<file path="config.mk">
export PLATFORM = sky130hd
export DESIGN_NAME = lcd_scan_gen_flat
export DESIGN_NICKNAME = d
export VERILOG_FILES = /design/src/rtl/lcd_timing_pkg.sv /design/src/rtl/lcd_scan_gen_if.sv /design/src/rtl/lcd_axis_counter.sv /design/src/rtl/lcd_scan_gen.sv /design/src/flat_wrapper.sv
export SDC_FILE = /design/constraint.sdc
export NUM_CORES = 1
export LEC_CHECK = 0
export ABC_CLOCK_PERIOD_IN_PS = 4050
export BUFFER_PORTS_ARGS = -buffer_cell sky130_fd_sc_hd__clkbuf_2
export CAP_MARGIN = 5
export CORE_ASPECT_RATIO = 1.5
export CORE_UTILIZATION = 55
export DETAILED_ROUTE_END_ITERATION = 10
export GPL_TIMING_DRIVEN = 1
export PLACE_DENSITY = 0.86
export SYNTH_ARGS = -nofsm -noshare
export SYNTH_HDL_FRONTEND = slang
export SYNTH_SLANG_ARGS = --single-unit
</file>
<file path="constraint.sdc">
create_clock -name i_clk -period 4.05 [get_ports i_clk]
set_clock_uncertainty 0.05 [all_clocks]
set_input_delay 0.405 -clock i_clk [delete_from_list [all_inputs] [get_ports i_clk]]
set_output_delay 0.405 -clock i_clk [all_outputs]
set_load 0.05 [all_outputs]
</file>
<file path="src/rtl/lcd_timing_pkg.sv">
// Panel timing defaults, phase encoding and shared widths for the LCD
// raster scan generator.
package lcd_timing_pkg;

    localparam int DEF_CLK_DIV  = 8;

    localparam int DEF_H_ACTIVE = 480;
    localparam int DEF_H_FP     = 2;
    localparam int DEF_H_SYNC   = 41;
    localparam int DEF_H_BP     = 2;
    localparam int DEF_H_TOTAL  = DEF_H_ACTIVE + DEF_H_FP + DEF_H_SYNC + DEF_H_BP;

    localparam int DEF_V_ACTIVE = 272;
    localparam int DEF_V_FP     = 2;
    localparam int DEF_V_SYNC   = 10;
    localparam int DEF_V_BP     = 2;
    localparam int DEF_V_TOTAL  = DEF_V_ACTIVE + DEF_V_FP + DEF_V_SYNC + DEF_V_BP;

    localparam int COLOR_W = 24;
    localparam int CNT_W   = 10;
    localparam int POS_W   = 9;

    typedef enum logic [1:0] {
        PH_ACTIVE = 2'd0,
        PH_FRONT  = 2'd1,
        PH_SYNC   = 2'd2,
        PH_BACK   = 2'd3
    } phase_e;

endpackage

</file>
<file path="src/rtl/lcd_scan_gen_if.sv">
// Scan-side bundle: coordinate stream out to the renderers, colour back in,
// and the panel pins.
interface lcd_scan_gen_if;
    import lcd_timing_pkg::*;

    // o_x/o_y change on the o_lcd_clk rising edge; i_color must be stable
    // by the last i_clk of that pixel period, panel pins follow one period later.
    logic [COLOR_W-1:0] i_color;
    logic               o_lcd_clk;
    logic [POS_W-1:0]   o_x;
    logic [POS_W-1:0]   o_y;
    logic [COLOR_W-1:0] o_rgb;
    logic               o_de;
    logic               o_hsync;
    logic               o_vsync;
    logic               o_frame_start;

    modport master (
        input  i_color,
        output o_lcd_clk, o_x, o_y, o_rgb, o_de, o_hsync, o_vsync, o_frame_start
    );

    modport slave (
        output i_color,
        input  o_lcd_clk, o_x, o_y, o_rgb, o_de, o_hsync, o_vsync, o_frame_start
    );

endinterface

</file>
<file path="src/rtl/lcd_axis_counter.sv">
// One raster axis: wrapping position counter plus its ACTIVE/FRONT/SYNC/BACK
// phase FSM. Used for pixels within a line and for lines within a frame.
module lcd_axis_counter
    import lcd_timing_pkg::*;
#(
    parameter int ACTIVE = DEF_H_ACTIVE,
    parameter int FP     = DEF_H_FP,
    parameter int SYNC   = DEF_H_SYNC,
    parameter int BP     = DEF_H_BP
) (
    input  logic             clk,
    input  logic             rst,
    input  logic             i_en,
    input  logic             i_inc,
    output logic [POS_W-1:0] o_pos_nxt,
    output phase_e           o_phase,
    output phase_e           o_phase_nxt,
    output logic             o_wrap
);

    localparam int TOTAL = ACTIVE + FP + SYNC + BP;
    localparam logic [CNT_W-1:0] LAST    = CNT_W'(TOTAL - 1);
    localparam logic [CNT_W-1:0] B_FRONT = CNT_W'(ACTIVE);
    localparam logic [CNT_W-1:0] B_SYNC  = CNT_W'(ACTIVE + FP);
    localparam logic [CNT_W-1:0] B_BACK  = CNT_W'(ACTIVE + FP + SYNC);

    logic [CNT_W-1:0] cnt_q, cnt_d;
    phase_e           phase_q, phase_d;
    logic             step;

    always_comb begin
        step  = i_en & i_inc;
        cnt_d = cnt_q;
        if (step) begin
            cnt_d = (cnt_q == LAST) ? '0 : cnt_q + CNT_W'(1);
        end
    end

    // Phase follows the post-step count so the next-state view is exact on the tick.
    always_comb begin
        phase_d = phase_q;
        if (step) begin
            case (phase_q)
                PH_ACTIVE: if (cnt_d == B_FRONT) phase_d = PH_FRONT;
                PH_FRONT:  if (cnt_d == B_SYNC)  phase_d = PH_SYNC;
                PH_SYNC:   if (cnt_d == B_BACK)  phase_d = PH_BACK;
                PH_BACK:   if (cnt_d == '0)      phase_d = PH_ACTIVE;
                default:                         phase_d = PH_ACTIVE;
            endcase
        end
    end

    always_ff @(posedge clk or posedge rst) begin
        if (rst) begin
            cnt_q   <= LAST;
            phase_q <= PH_BACK;
        end else begin
            cnt_q   <= cnt_d;
            phase_q <= phase_d;
        end
    end

    always_comb begin
        o_pos_nxt   = cnt_d[POS_W-1:0];
        o_phase     = phase_q;
        o_phase_nxt = phase_d;
        o_wrap      = (cnt_q == LAST);
    end

endmodule

</file>
<file path="src/rtl/lcd_scan_gen.sv">
// Pixel-clock divider and raster scan master for the RGB LCD: presents x/y to
// the renderers and drives the returned colour to the panel one period later.
module lcd_scan_gen
    import lcd_timing_pkg::*;
#(
    parameter int CLK_DIV  = DEF_CLK_DIV,
    parameter int H_ACTIVE = DEF_H_ACTIVE,
    parameter int H_FP     = DEF_H_FP,
    parameter int H_SYNC   = DEF_H_SYNC,
    parameter int H_BP     = DEF_H_BP,
    parameter int V_ACTIVE = DEF_V_ACTIVE,
    parameter int V_FP     = DEF_V_FP,
    parameter int V_SYNC   = DEF_V_SYNC,
    parameter int V_BP     = DEF_V_BP
) (
    input  logic          i_clk,
    input  logic          i_rst,
    lcd_scan_gen_if.master bus
);

    localparam int DIV_W = $clog2(CLK_DIV);
    localparam logic [DIV_W-1:0] DIV_LAST = DIV_W'(CLK_DIV - 1);
    localparam logic [DIV_W-1:0] DIV_HALF = DIV_W'(CLK_DIV / 2);

    logic [DIV_W-1:0]   div_q, div_d;
    logic               lcd_clk_q, lcd_clk_d;
    logic [POS_W-1:0]   x_q, x_d, y_q, y_d;
    logic [COLOR_W-1:0] rgb_q, rgb_d;
    logic               de_q, de_d;
    logic               hsync_q, hsync_d;
    logic               vsync_q, vsync_d;
    logic               frame_start_q, frame_start_d;

    logic               tick;
    logic               active_cur, active_nxt;
    logic [POS_W-1:0]   h_pos_nxt, v_pos_nxt;
    phase_e             h_phase, h_phase_nxt, v_phase, v_phase_nxt;
    logic               h_wrap, v_wrap;

    assign tick = (div_q == DIV_LAST);

    lcd_axis_counter #(
        .ACTIVE(H_ACTIVE), .FP(H_FP), .SYNC(H_SYNC), .BP(H_BP)
    ) u_h_axis (
        .clk         (i_clk),
        .rst         (i_rst),
        .i_en        (tick),
        .i_inc       (1'b1),
        .o_pos_nxt   (h_pos_nxt),
        .o_phase     (h_phase),
        .o_phase_nxt (h_phase_nxt),
        .o_wrap      (h_wrap)
    );

    lcd_axis_counter #(
        .ACTIVE(V_ACTIVE), .FP(V_FP), .SYNC(V_SYNC), .BP(V_BP)
    ) u_v_axis (
        .clk         (i_clk),
        .rst         (i_rst),
        .i_en        (tick),
        .i_inc       (h_wrap),
        .o_pos_nxt   (v_pos_nxt),
        .o_phase     (v_phase),
        .o_phase_nxt (v_phase_nxt),
        .o_wrap      (v_wrap)
    );

    always_comb begin
        div_d         = tick ? '0 : div_q + DIV_W'(1);
        lcd_clk_d     = (div_d < DIV_HALF);
        active_cur    = (h_phase == PH_ACTIVE) && (v_phase == PH_ACTIVE);
        active_nxt    = (h_phase_nxt == PH_ACTIVE) && (v_phase_nxt == PH_ACTIVE);
        x_d           = x_q;
        y_d           = y_q;
        rgb_d         = rgb_q;
        de_d          = de_q;
        hsync_d       = hsync_q;
        vsync_d       = vsync_q;
        frame_start_d = tick & h_wrap & v_wrap;
        // The tick is also the last cycle of the period: present the next
        // coordinate and ship the colour of the one just finished.
        if (tick) begin
            x_d     = active_nxt ? h_pos_nxt : '0;
            y_d     = active_nxt ? v_pos_nxt : '0;
            de_d    = active_cur;
            rgb_d   = active_cur ? bus.i_color : '0;
            hsync_d = (h_phase != PH_SYNC);
            vsync_d = (v_phase != PH_SYNC);
        end
    end

    always_ff @(posedge i_clk or posedge i_rst) begin
        if (i_rst) begin
            div_q         <= DIV_LAST;
            lcd_clk_q     <= 1'b0;
            x_q           <= '0;
            y_q           <= '0;
            rgb_q         <= '0;
            de_q          <= 1'b0;
            hsync_q       <= 1'b1;
            vsync_q       <= 1'b1;
            frame_start_q <= 1'b0;
        end else begin
            div_q         <= div_d;
            lcd_clk_q     <= lcd_clk_d;
            x_q           <= x_d;
            y_q           <= y_d;
            rgb_q         <= rgb_d;
            de_q          <= de_d;
            hsync_q       <= hsync_d;
            vsync_q       <= vsync_d;
            frame_start_q <= frame_start_d;
        end
    end

    assign bus.o_lcd_clk     = lcd_clk_q;
    assign bus.o_x           = x_q;
    assign bus.o_y           = y_q;
    assign bus.o_rgb         = rgb_q;
    assign bus.o_de          = de_q;
    assign bus.o_hsync       = hsync_q;
    assign bus.o_vsync       = vsync_q;
    assign bus.o_frame_start = frame_start_q;

endmodule

</file>
<file path="src/flat_wrapper.sv">
// flat-port wrapper written by rule: the top's interface ports become plain ports
module lcd_scan_gen_flat import lcd_timing_pkg::*;
#(
    parameter int CLK_DIV  = DEF_CLK_DIV,
    parameter int H_ACTIVE = DEF_H_ACTIVE,
    parameter int H_FP     = DEF_H_FP,
    parameter int H_SYNC   = DEF_H_SYNC,
    parameter int H_BP     = DEF_H_BP,
    parameter int V_ACTIVE = DEF_V_ACTIVE,
    parameter int V_FP     = DEF_V_FP,
    parameter int V_SYNC   = DEF_V_SYNC,
    parameter int V_BP     = DEF_V_BP
)
  (i_clk, i_rst, bus_i_color, bus_o_lcd_clk, bus_o_x, bus_o_y, bus_o_rgb, bus_o_de, bus_o_hsync, bus_o_vsync, bus_o_frame_start);
  lcd_scan_gen_if bus_i ();
  input  logic i_clk;
  input  logic i_rst;
  input wire logic [$bits(bus_i.i_color)-1:0] bus_i_color;
  output wire logic [$bits(bus_i.o_lcd_clk)-1:0] bus_o_lcd_clk;
  output wire logic [$bits(bus_i.o_x)-1:0] bus_o_x;
  output wire logic [$bits(bus_i.o_y)-1:0] bus_o_y;
  output wire logic [$bits(bus_i.o_rgb)-1:0] bus_o_rgb;
  output wire logic [$bits(bus_i.o_de)-1:0] bus_o_de;
  output wire logic [$bits(bus_i.o_hsync)-1:0] bus_o_hsync;
  output wire logic [$bits(bus_i.o_vsync)-1:0] bus_o_vsync;
  output wire logic [$bits(bus_i.o_frame_start)-1:0] bus_o_frame_start;
  assign bus_i.i_color = bus_i_color;
  assign bus_o_lcd_clk = bus_i.o_lcd_clk;
  assign bus_o_x = bus_i.o_x;
  assign bus_o_y = bus_i.o_y;
  assign bus_o_rgb = bus_i.o_rgb;
  assign bus_o_de = bus_i.o_de;
  assign bus_o_hsync = bus_i.o_hsync;
  assign bus_o_vsync = bus_i.o_vsync;
  assign bus_o_frame_start = bus_i.o_frame_start;
  lcd_scan_gen #(.CLK_DIV(CLK_DIV), .H_ACTIVE(H_ACTIVE), .H_FP(H_FP), .H_SYNC(H_SYNC), .H_BP(H_BP), .V_ACTIVE(V_ACTIVE), .V_FP(V_FP), .V_SYNC(V_SYNC), .V_BP(V_BP)) u_core (.i_clk(i_clk), .i_rst(i_rst), .bus(bus_i));
endmodule
</file>
==> flow_summary.ini, run 1 <==
[run_status]
outcome = finished, final reports clean

[timing]
slew_headroom = 0.326
worst_pin_slew_ns = 1.01
drv_slew = 0
final-hold-violation-count = 0
layout_worst_path_cycle_share = 0.916
fmax_mhz = 270
finalSetupViolations = 0
fin_setup_tns_ns = 0
fin_crit_ns = 3.71
rsz0062_at_grt = no

[clock_network]
cts_sinks = 74
insertion_delay_ns = 0.35
cts_buffers = 9
clk_root_buffer_cell = clkbuf_8
cts_tree = done
path_clk_slew_ns = 0.08
htreeDepth = 3
clockBufferDepth = 2

[yosys]
ys_ff_latch = 74
synth-async-reset-ratio = 1.00
synth_compound_area_frac = 0.194
synthesis.nets = 382
synth-edff-count = 0
synth-simple-area-share = 0.176
synth_cell_types = 57
synth_ff_type = dfrtp_1
yosys.area_share.xor_xnor = 0.0493
synth.area.mux_share = 0.00570
synth_top_family_by_area = compound AO/OA/AOI/OAI gates
synth_seq_area_share = 0.502
synthAdderAreaFrac = 0.0201
syn_inst = 350
avgSynthCellArea_sq_um = 10.7
yosys_warnings = 0
syn_area_sq_um = 3730

[worst_setup_path]
cp-start-kind = register
critPathBufInv = 3
worst_ep_required_time_ns = 4.28
critPathKind = register to register
crit_chain = inv_1, ha_1, nand4bb_2, nor4_2, buf_4, nand4_1, xor2_1, nand4_1, o41ai_2, o2111ai_4, buf_4, o2bb2ai_1
critPathSlowestCell = dfrtp_1
crit_fanout = 11
reg2reg_slack_ns = 0.34
slowest_delay_ns = 0.48
crit_path_end_kind = register
arrival_ns = 3.93
crit_family = simple AND/OR/NAND/NOR gates

[grt]
grt_pass1_wl_um = 13800
grt_remaining_overflow = 0
met1_usage = 0.309
grt_max_degree = 52
grt_usage = 0.250
grt-busiest-layer = met2
grt_pass1_vias = 2935
grt_use_met2 = 0.416
antenna_found_initial = 0
grt_util_met3 = 0.0528

[drt]
remaining_drc_errors = 0
firstDrtPassIters = 4
drt_wl_total_um = 8380
vias = 3040
wl_per_cell_um = 16.7
ant_nets = 0
drt-initial-drc-count = 215
viasPerCell = 6.04

[layout]
fillers = 506
n_antenna_cell = 0
multiInputGateArea_sq_um = 1690
drive_above_1_share = 0.323
seq_area_sq_um = 1870
final_common_cell = clkbuf_2
fin_util = 0.674
layout_common_cells = 72 x clkbuf_2, 57 x dfrtp_1, 24 x inv_1, 24 x a22o_1, 24 x nand2_1
nNetsFinal = 455
syn_to_final_growth_pct = 18.0

[placement]
gp_congestion = 0.950
place.detailed.hpwl_um = 6020
placement.io_buffers = 72

[floorplan]
row_count = 36
start_util = 0.571
die_w_um = 69.2
die_area_sq_um = 7120
dieHeight_um = 103
core_area_sq_um = 6530
io_pins = 73

[min_path]
hold_path_class = primary input to register

[power]
vdd.ir_drop.worst_mv = 0.277
p_total_uw = 1440
pwr_density_cell_nw_per_um2 = 326
power.leakage_uw = 0.00197

[run]
cap_viol_max_count = 0
## worst reg2reg max path: cells and delay by family, from the launching register on
family          cells  cell delay, ns
xor+xnor            1            0.30
flops               1            0.48
compound gates      3            0.92
buf+inv             3            0.65
simple gates        4            1.02
fa+ha+maj           1            0.21
## registers in the layout (all words and copies together) (netlist names), 2 cells and up
name                     flops
u_core.bus.o_rgb            24
u_core.u_h_axis.cnt_q       10
u_core.u_v_axis.cnt_q       10
u_core.bus.o_x               9
u_core.bus.o_y               9
u_core.div_q                 3
u_core.u_h_axis.o_phase      2
u_core.u_v_axis.o_phase      2
## per-layer routing
metal,up-vias,wire (um)
li1,1414,-
met2,124,4150
met5,-,0
met4,0,238
met1,1485,3590
met3,17,401
## final timing paths
path                                           from                    endpoint  depth (start not counted)
setup / recovery           u_core.u_h_axis.cnt_q[0]           u_core.bus.o_x[7]                         12
hold / removal                      bus_i_color[10]        u_core.bus.o_rgb[10]                          2
setup reg to reg           u_core.u_h_axis.cnt_q[0]           u_core.bus.o_x[7]                         12
hold reg to reg                     u_core.div_q[0]             u_core.div_q[0]                          1
max in group asynchronous                     i_rst  u_core.u_h_axis.o_phase[1]                          3
min in group asynchronous                     i_rst    u_core.u_v_axis.cnt_q[9]                          2
## cells by family (layout without fill, tap and decap cells)
family                   after synthesis  after routing
AO/OA/AOI/OAI                         84             84
XOR/XNOR                              21             21
adder cells (fa/ha/maj)                6              6
buffers and inverters                 47            124
flip-flops                            74             74
multiplexers                           2              2
AND/OR/NAND/NOR                      116            116
## through the flow
step	setup slack [ns]	std cells	cell area [sq um]	hold WS, ns
6_report	0.342	503	4400	0.214
5_1_grt	0.0796	503	4400	0.203
4_1_cts	0.206	503	4380	0.197
3_5_place_dp	0.246	488	4180	0.423
3_3_place_gp	0.391	488	4180	0.413
2_1_floorplan	0.831	350	3730	0.408
## cell type report
type,count,area share
repair buffers,84,0.102
clock inverters,4,0.0117
flip-flops and latches,74,0.426
multi-input cells,229,0.383
well taps,76,0.0216
clock buffers,11,0.0344
inverters,25,0.0213
## power by group
group          internal, uW  switching (uW)  total [uW]
Sequential              752            7.07         759
Clock                   315             267         582
Combinational          27.2            68.6        95.8
Total                  1090             343        1440
## cells in the mapped netlist (2+ instances only)
master | count | area, sq um
o2bb2ai_2 | 9 | 135
o32ai_1 | 5 | 43.8
nor2b_1 | 3 | 18.8
and3_1 | 7 | 43.8
a211oi_1 | 2 | 15.0
a21o_1 | 2 | 15.0
ha_1 | 6 | 75.1
dfrtp_1 | 57 | 1430
o31a_1 | 2 | 17.5
nand2_1 | 24 | 90.1
nor3b_1 | 2 | 15.0
a21oi_1 | 7 | 35.0
o21a_1 | 5 | 37.5
nand3b_1 | 3 | 22.5
nor3_1 | 8 | 40.0
o21ai_0 | 11 | 55.1
inv_1 | 25 | 93.8
or3_1 | 3 | 18.8
nand3_1 | 17 | 85.1
nor2_1 | 17 | 63.8
xor2_1 | 12 | 105
a22o_1 | 24 | 210
nand4_1 | 7 | 43.8
dfstp_2 | 17 | 447
and2_1 | 5 | 31.3
buf_2 | 6 | 30.0
nor4_1 | 6 | 37.5
clkbuf_1 | 13 | 48.8
nor4b_1 | 4 | 35.0
o2bb2ai_1 | 5 | 43.8
xnor2_1 | 9 | 78.8
buf_6 | 2 | 22.5
## repair_timing
| item | 4_1_cts | 5_1_grt |
|---|---|---|
| endpoints found under the hold margin | 0 | 0 |
| setup buffers | 0 | 0 |
| hold buffers | 0 | 0 |
| resized for setup | 0 | 3 |
| setup endpoints to repair | 0 | 9 |
(Power assumes the default switching activity.)
==> run 2: changes to the inputs <==
--- a/config.mk
+++ b/config.mk
@@ -8,8 +8,10 @@
 export ABC_CLOCK_PERIOD_IN_PS = 4050
 export BUFFER_PORTS_ARGS = -buffer_cell sky130_fd_sc_hd__clkbuf_2
 export CAP_MARGIN = 5
+export CELL_PAD_IN_SITES_DETAIL_PLACEMENT = 1
+export CELL_PAD_IN_SITES_GLOBAL_PLACEMENT = 1
 export CORE_ASPECT_RATIO = 1.5
-export CORE_UTILIZATION = 55
+export CORE_UTILIZATION = 43
 export DETAILED_ROUTE_END_ITERATION = 10
 export GPL_TIMING_DRIVEN = 1
 export PLACE_DENSITY = 0.86
==> flow_summary.ini, run 2 (synthesized netlist as in run 1, its figures left out) <==
[min_path]
worstHoldStart = bus_i_color[17]
hold_path_class = primary input to register

[grt]
grt_pass1_vias = 3327
antenna_found_initial = 0
grt_max_degree = 51
grt_usage = 0.244
grt_remaining_overflow = 0
grt_pass1_wl_um = 16900

[placement]
gp_congestion = 0.858
place.detailed.hpwl_um = 7110
placement.io_buffers = 72
post-place-ws_ns = 0.316
placement.cell_area_sq_um = 4200

[drt]
drt_wl_total_um = 10200
topRoutingLayerUsed = met4
wl_per_cell_um = 19.1
firstDrtPassIters = 4
remaining_drc_errors = 0
viasPerCell = 5.83
dr_wl_met3_um = 320
drt-initial-drc-count = 148
ant_nets = 0
dr_wl_met2_um = 5330
wirelength_met1_um = 4120
vias = 3105

[layout]
final_area_sq_um = 4520
drive_above_1_share = 0.319
fin_util = 0.538
nNetsFinal = 453
layout_common_cells = 72 x clkbuf_2, 57 x dfrtp_1, 24 x inv_1, 24 x a22o_1, 24 x nand2_1
syn_to_final_growth_pct = 21.3
n_antenna_cell = 0
final_common_cell = clkbuf_2
largest_register_ffs = 24

[floorplan]
dieHeight_um = 116
row_count = 41
die_w_um = 78.0
start_util = 0.443
core_area_sq_um = 8410
die_area_sq_um = 9060
io_pins = 73

[timing]
finalSetupViolations = 0
slew_headroom = 0.322
rsz0062_at_grt = no
layout_worst_path_cycle_share = 0.930
fin_crit_ns = 3.77
fmax_mhz = 265
fin_setup_tns_ns = 0
final-hold-violation-count = 0
drv_slew = 0
fin_ws_ns = 0.283
worst_pin_slew_ns = 1.02

[clock_network]
cts_tree = done
htreeDepth = 3
post_cts_resized = 0
clk_root_buffer_cell = clkbuf_16
cts_buffers = 9
cts_setup_buffers = 0
cts_sinks = 74
path_clk_slew_ns = 0.06
insertion_delay_ns = 0.34
cts_hold_buf = 0
clockBufferDepth = 2

[worst_setup_path]
crit_path_end_kind = register
crit_path_start = u_core.div_q[0]
arrival_ns = 3.98
critPathKind = register to register
cp-start-kind = register
crit_chain = ha_1, ha_1, inv_1, buf_4, nor4_1, a311oi_1, nor4_2, nand3b_1, o21ai_0, o2111ai_2, buf_4, o2bb2ai_1
r2r-start = u_core.div_q[0]
critPathSlowestCell = dfstp_2
worst_ep_required_time_ns = 4.26
crit_fanout = 42
slowest_delay_ns = 0.53

[power]
pwr_density_cell_nw_per_um2 = 379
vdd.ir_drop.worst_mv = 0.273
power.leakage_uw = 0.00200

[run_status]
outcome = finished, final reports clean

[run]
cap_viol_max_count = 0
run 2: cell types whose count changed in the layout (fill, tap and decap cells not counted), sizes merged:
| cell | change |
|---|---|
| buf | -2 |
| inv | +1 |
| bufinv | +1 |
| clkbuf | -1 |
run 2: power by group:
group	total, uW	leakage, uW	switching, uW	internal (uW)
logic	97.8	0.000958	70.6	27.2
clock network	857	0.000153	315	541
registers	760	0.000891	7.66	753
run 2: worst paths after layout:
path,cells after the start,slack [ns],endpoint
setup reg to reg,12,0.28,u_core.bus.o_y[0]
hold / removal,2,0.23,u_core.bus.o_rgb[17]
min in group asynchronous,2,0.25,u_core.bus.o_x[5]
setup / recovery,12,0.28,u_core.bus.o_y[0]
hold reg to reg,1,0.44,u_core.bus.o_de
max in group asynchronous,3,2.76,u_core.div_q[1]
run 2: metrics by stage:
| step | total power, uW | cells | hold WS, ns |
|---|---|---|---|
| finish | 1710 | 533 | 0.226 |
| global route | 1770 | 533 | 0.229 |
| floorplan | 838 | 350 | 0.408 |
| CTS | 1730 | 533 | 0.220 |
| global placement | 868 | 517 | 0.417 |
| detailed placement | 872 | 517 | 0.419 |
run 2: layout make-up:
| class | count | area (sq um) |
|---|---|---|
| multi-input combinational | 229 | 1670 |
| fill | 967 | 3890 |
| sequential | 74 | 1870 |
| clock inverter | 6 | 90.1 |
| timing repair buffer | 82 | 435 |
| clock buffer | 10 | 229 |
| tap | 107 | 134 |
| inverter | 25 | 93.8 |
run 2: worst max-delay path, delay by kind of cell (launching register included):
| family | cells | cell delay, ns |
|---|---|---|
| AOI/OAI and AO/OA | 4 | 0.90 |
| and+or+nand+nor | 3 | 0.97 |
| DFF | 1 | 0.53 |
| adders and majority gates | 2 | 0.50 |
| buffers and inverters | 3 | 0.73 |
run 2: per-layer routing:
metal	vias up	track usage
li1	1414	-
met2	86	0.423
met1	1574	0.280
met5	-	0
met3	31	0.0370
met4	0	0.154
==> run 3: changes to the inputs <==
--- a/config.mk
+++ b/config.mk
@@ -11,10 +11,11 @@
 export CELL_PAD_IN_SITES_DETAIL_PLACEMENT = 1
 export CELL_PAD_IN_SITES_GLOBAL_PLACEMENT = 1
 export CORE_ASPECT_RATIO = 1.5
-export CORE_UTILIZATION = 43
+export CORE_UTILIZATION = 40
 export DETAILED_ROUTE_END_ITERATION = 10
 export GPL_TIMING_DRIVEN = 1
-export PLACE_DENSITY = 0.86
+export PLACE_DENSITY = 0.81
+export REMOVE_ABC_BUFFERS = 1
 export SYNTH_ARGS = -nofsm -noshare
 export SYNTH_HDL_FRONTEND = slang
 export SYNTH_SLANG_ARGS = --single-unit
==> flow_summary.ini, run 3 (synthesized netlist as in run 1, its figures left out) <==
[floorplan]
row_count = 42
die_w_um = 80.8
io_pins = 73
dieHeight_um = 120
core_area_sq_um = 8930
start_util = 0.418
die_area_sq_um = 9720

[clock_network]
cts_hold_buf = 0
cts_buffers = 9
htreeDepth = 3
clk_root_buffer_cell = clkbuf_16
cts_setup_buffers = 0
insertion_delay_ns = 0.33
clockBufferDepth = 2
cts_tree = done
post_cts_resized = 0
cts_sinks = 74
path_clk_slew_ns = 0.06

[layout]
layout_common_cells = 72 x clkbuf_2, 57 x dfrtp_1, 24 x inv_1, 24 x a22o_1, 24 x nand2_1
syn_to_final_growth_pct = 21.2
drive_above_1_share = 0.321
fillers = 1020
nNetsFinal = 457
final_area_sq_um = 4520
final_cell_count_no_fill = 540
final_common_cell = clkbuf_2
n_antenna_cell = 0
largest_register_ffs = 24

[power]
p_sw_uw = 377
pwr_density_cell_nw_per_um2 = 361
seqPwrFrac = 0.465
clkPwrFrac = 0.475
switching_share = 0.231
vdd.ir_drop.worst_mv = 0.291
power.leakage_uw = 0.00200
internal-power_uw = 1250
p_comb_frac = 0.059
p_total_uw = 1630

[timing]
fin_setup_tns_ns = 0
fin_crit_ns = 3.57
fin_ws_ns = 0.484
fmax_mhz = 280
rsz0062_at_grt = no
drv_slew = 0
layout_worst_path_cycle_share = 0.881
final-hold-violation-count = 0
slew_headroom = 0.312
worst_pin_slew_ns = 1.03
finalSetupViolations = 0

[grt]
grt_max_degree = 50
grt_pass1_wl_um = 16800
grt_remaining_overflow = 0
antenna_found_initial = 0
grt_usage = 0.233
grt_pass1_vias = 3427

[drt]
remaining_drc_errors = 0
firstDrtPassIters = 4
wl_per_cell_um = 19.0
ant_nets = 0
drt-initial-drc-count = 141
vias = 3073
drt_wl_total_um = 10200
viasPerCell = 5.69

[placement]
post-place-cells = 524
gp_congestion = 0.890
place.detailed.hpwl_um = 7540
placement.io_buffers = 72
post-place-ws_ns = 0.533
placement.cell_area_sq_um = 4230

[worst_setup_path]
crit_fanout = 9
crit_path_end_kind = register
cp-start-kind = register
arrival_ns = 3.74
critPathKind = register to register
worst_ep_required_time_ns = 4.22

[run_status]
outcome = finished, final reports clean

[run]
cap_viol_max_count = 0

[min_path]
hold_path_class = primary input to register
-- run 3: area by class of cell --
cell class	count	area [sq um]	share of cell area
inverters	25	93.8	0.0208
repair buffers	86	465	0.103
clock inverters	5	55.1	0.0122
flip-flops and latches	74	1870	0.414
well taps	110	138	0.0304
multi-input cells	229	1660	0.368
clock buffers	11	233	0.0515
-- run 3: layer usage --
metal	GRT usage	routed length, um	vias to the layer above
li1	-	-	1419
met1	0.252	3990	1538
met5	0	0	-
met4	0.144	461	0
met3	0.0445	300	31
met2	0.406	5490	85
-- run 3: stage by stage --
| stage | hold slack [ns] | utilization |
|---|---|---|
| 2_1_floorplan | 0.408 | - |
| 3_3_place_gp | 0.414 | 0.474 |
| 3_5_place_dp | 0.425 | 0.474 |
| 4_1_cts | 0.229 | 0.506 |
| 5_1_grt | 0.235 | 0.506 |
| 6_report | 0.237 | 0.506 |
-- run 3: power by group through the flow --
| stage | registers [uW] | logic [uW] | clock network (uW) |
|---|---|---|---|
| 2_1_floorplan | 815 | 22.5 | 0 |
| 3_3_place_gp | 771 | 97.0 | 0 |
| 3_5_place_dp | 772 | 99.3 | 0 |
| 4_1_cts | 760 | 99.3 | 793 |
| 5_1_grt | 761 | 104 | 815 |
| 6_report | 760 | 97.0 | 776 |
-- run 3: final timing paths --
path / endpoint / slack [ns] / start / depth (start not counted)
max in group asynchronous: u_core.u_h_axis.cnt_q[9] / 2.70 / i_rst / 3
hold / removal: u_core.bus.o_rgb[15] / 0.24 / bus_i_color[15] / 2
setup / recovery: u_core.bus.o_y[2] / 0.48 / u_core.u_h_axis.cnt_q[0] / 11
min in group asynchronous: u_core.bus.o_rgb[23] / 0.26 / i_rst / 2
setup reg to reg: u_core.bus.o_y[2] / 0.48 / u_core.u_h_axis.cnt_q[0] / 11
hold reg to reg: u_core.bus.o_hsync / 0.44 / u_core.bus.o_hsync / 2
-- run 3: worst max-delay path: stages (launching register included) --
cell,delay (ns)
dfrtp_1,0.47
inv_1,0.16
ha_1,0.18
nand4bb_1,0.26
nor4_2,0.44
nand4_1,0.17
xor2_1,0.28
nand4_1,0.29
o41ai_2,0.42
o2111ai_2,0.18
buf_4,0.22
o32ai_1,0.32
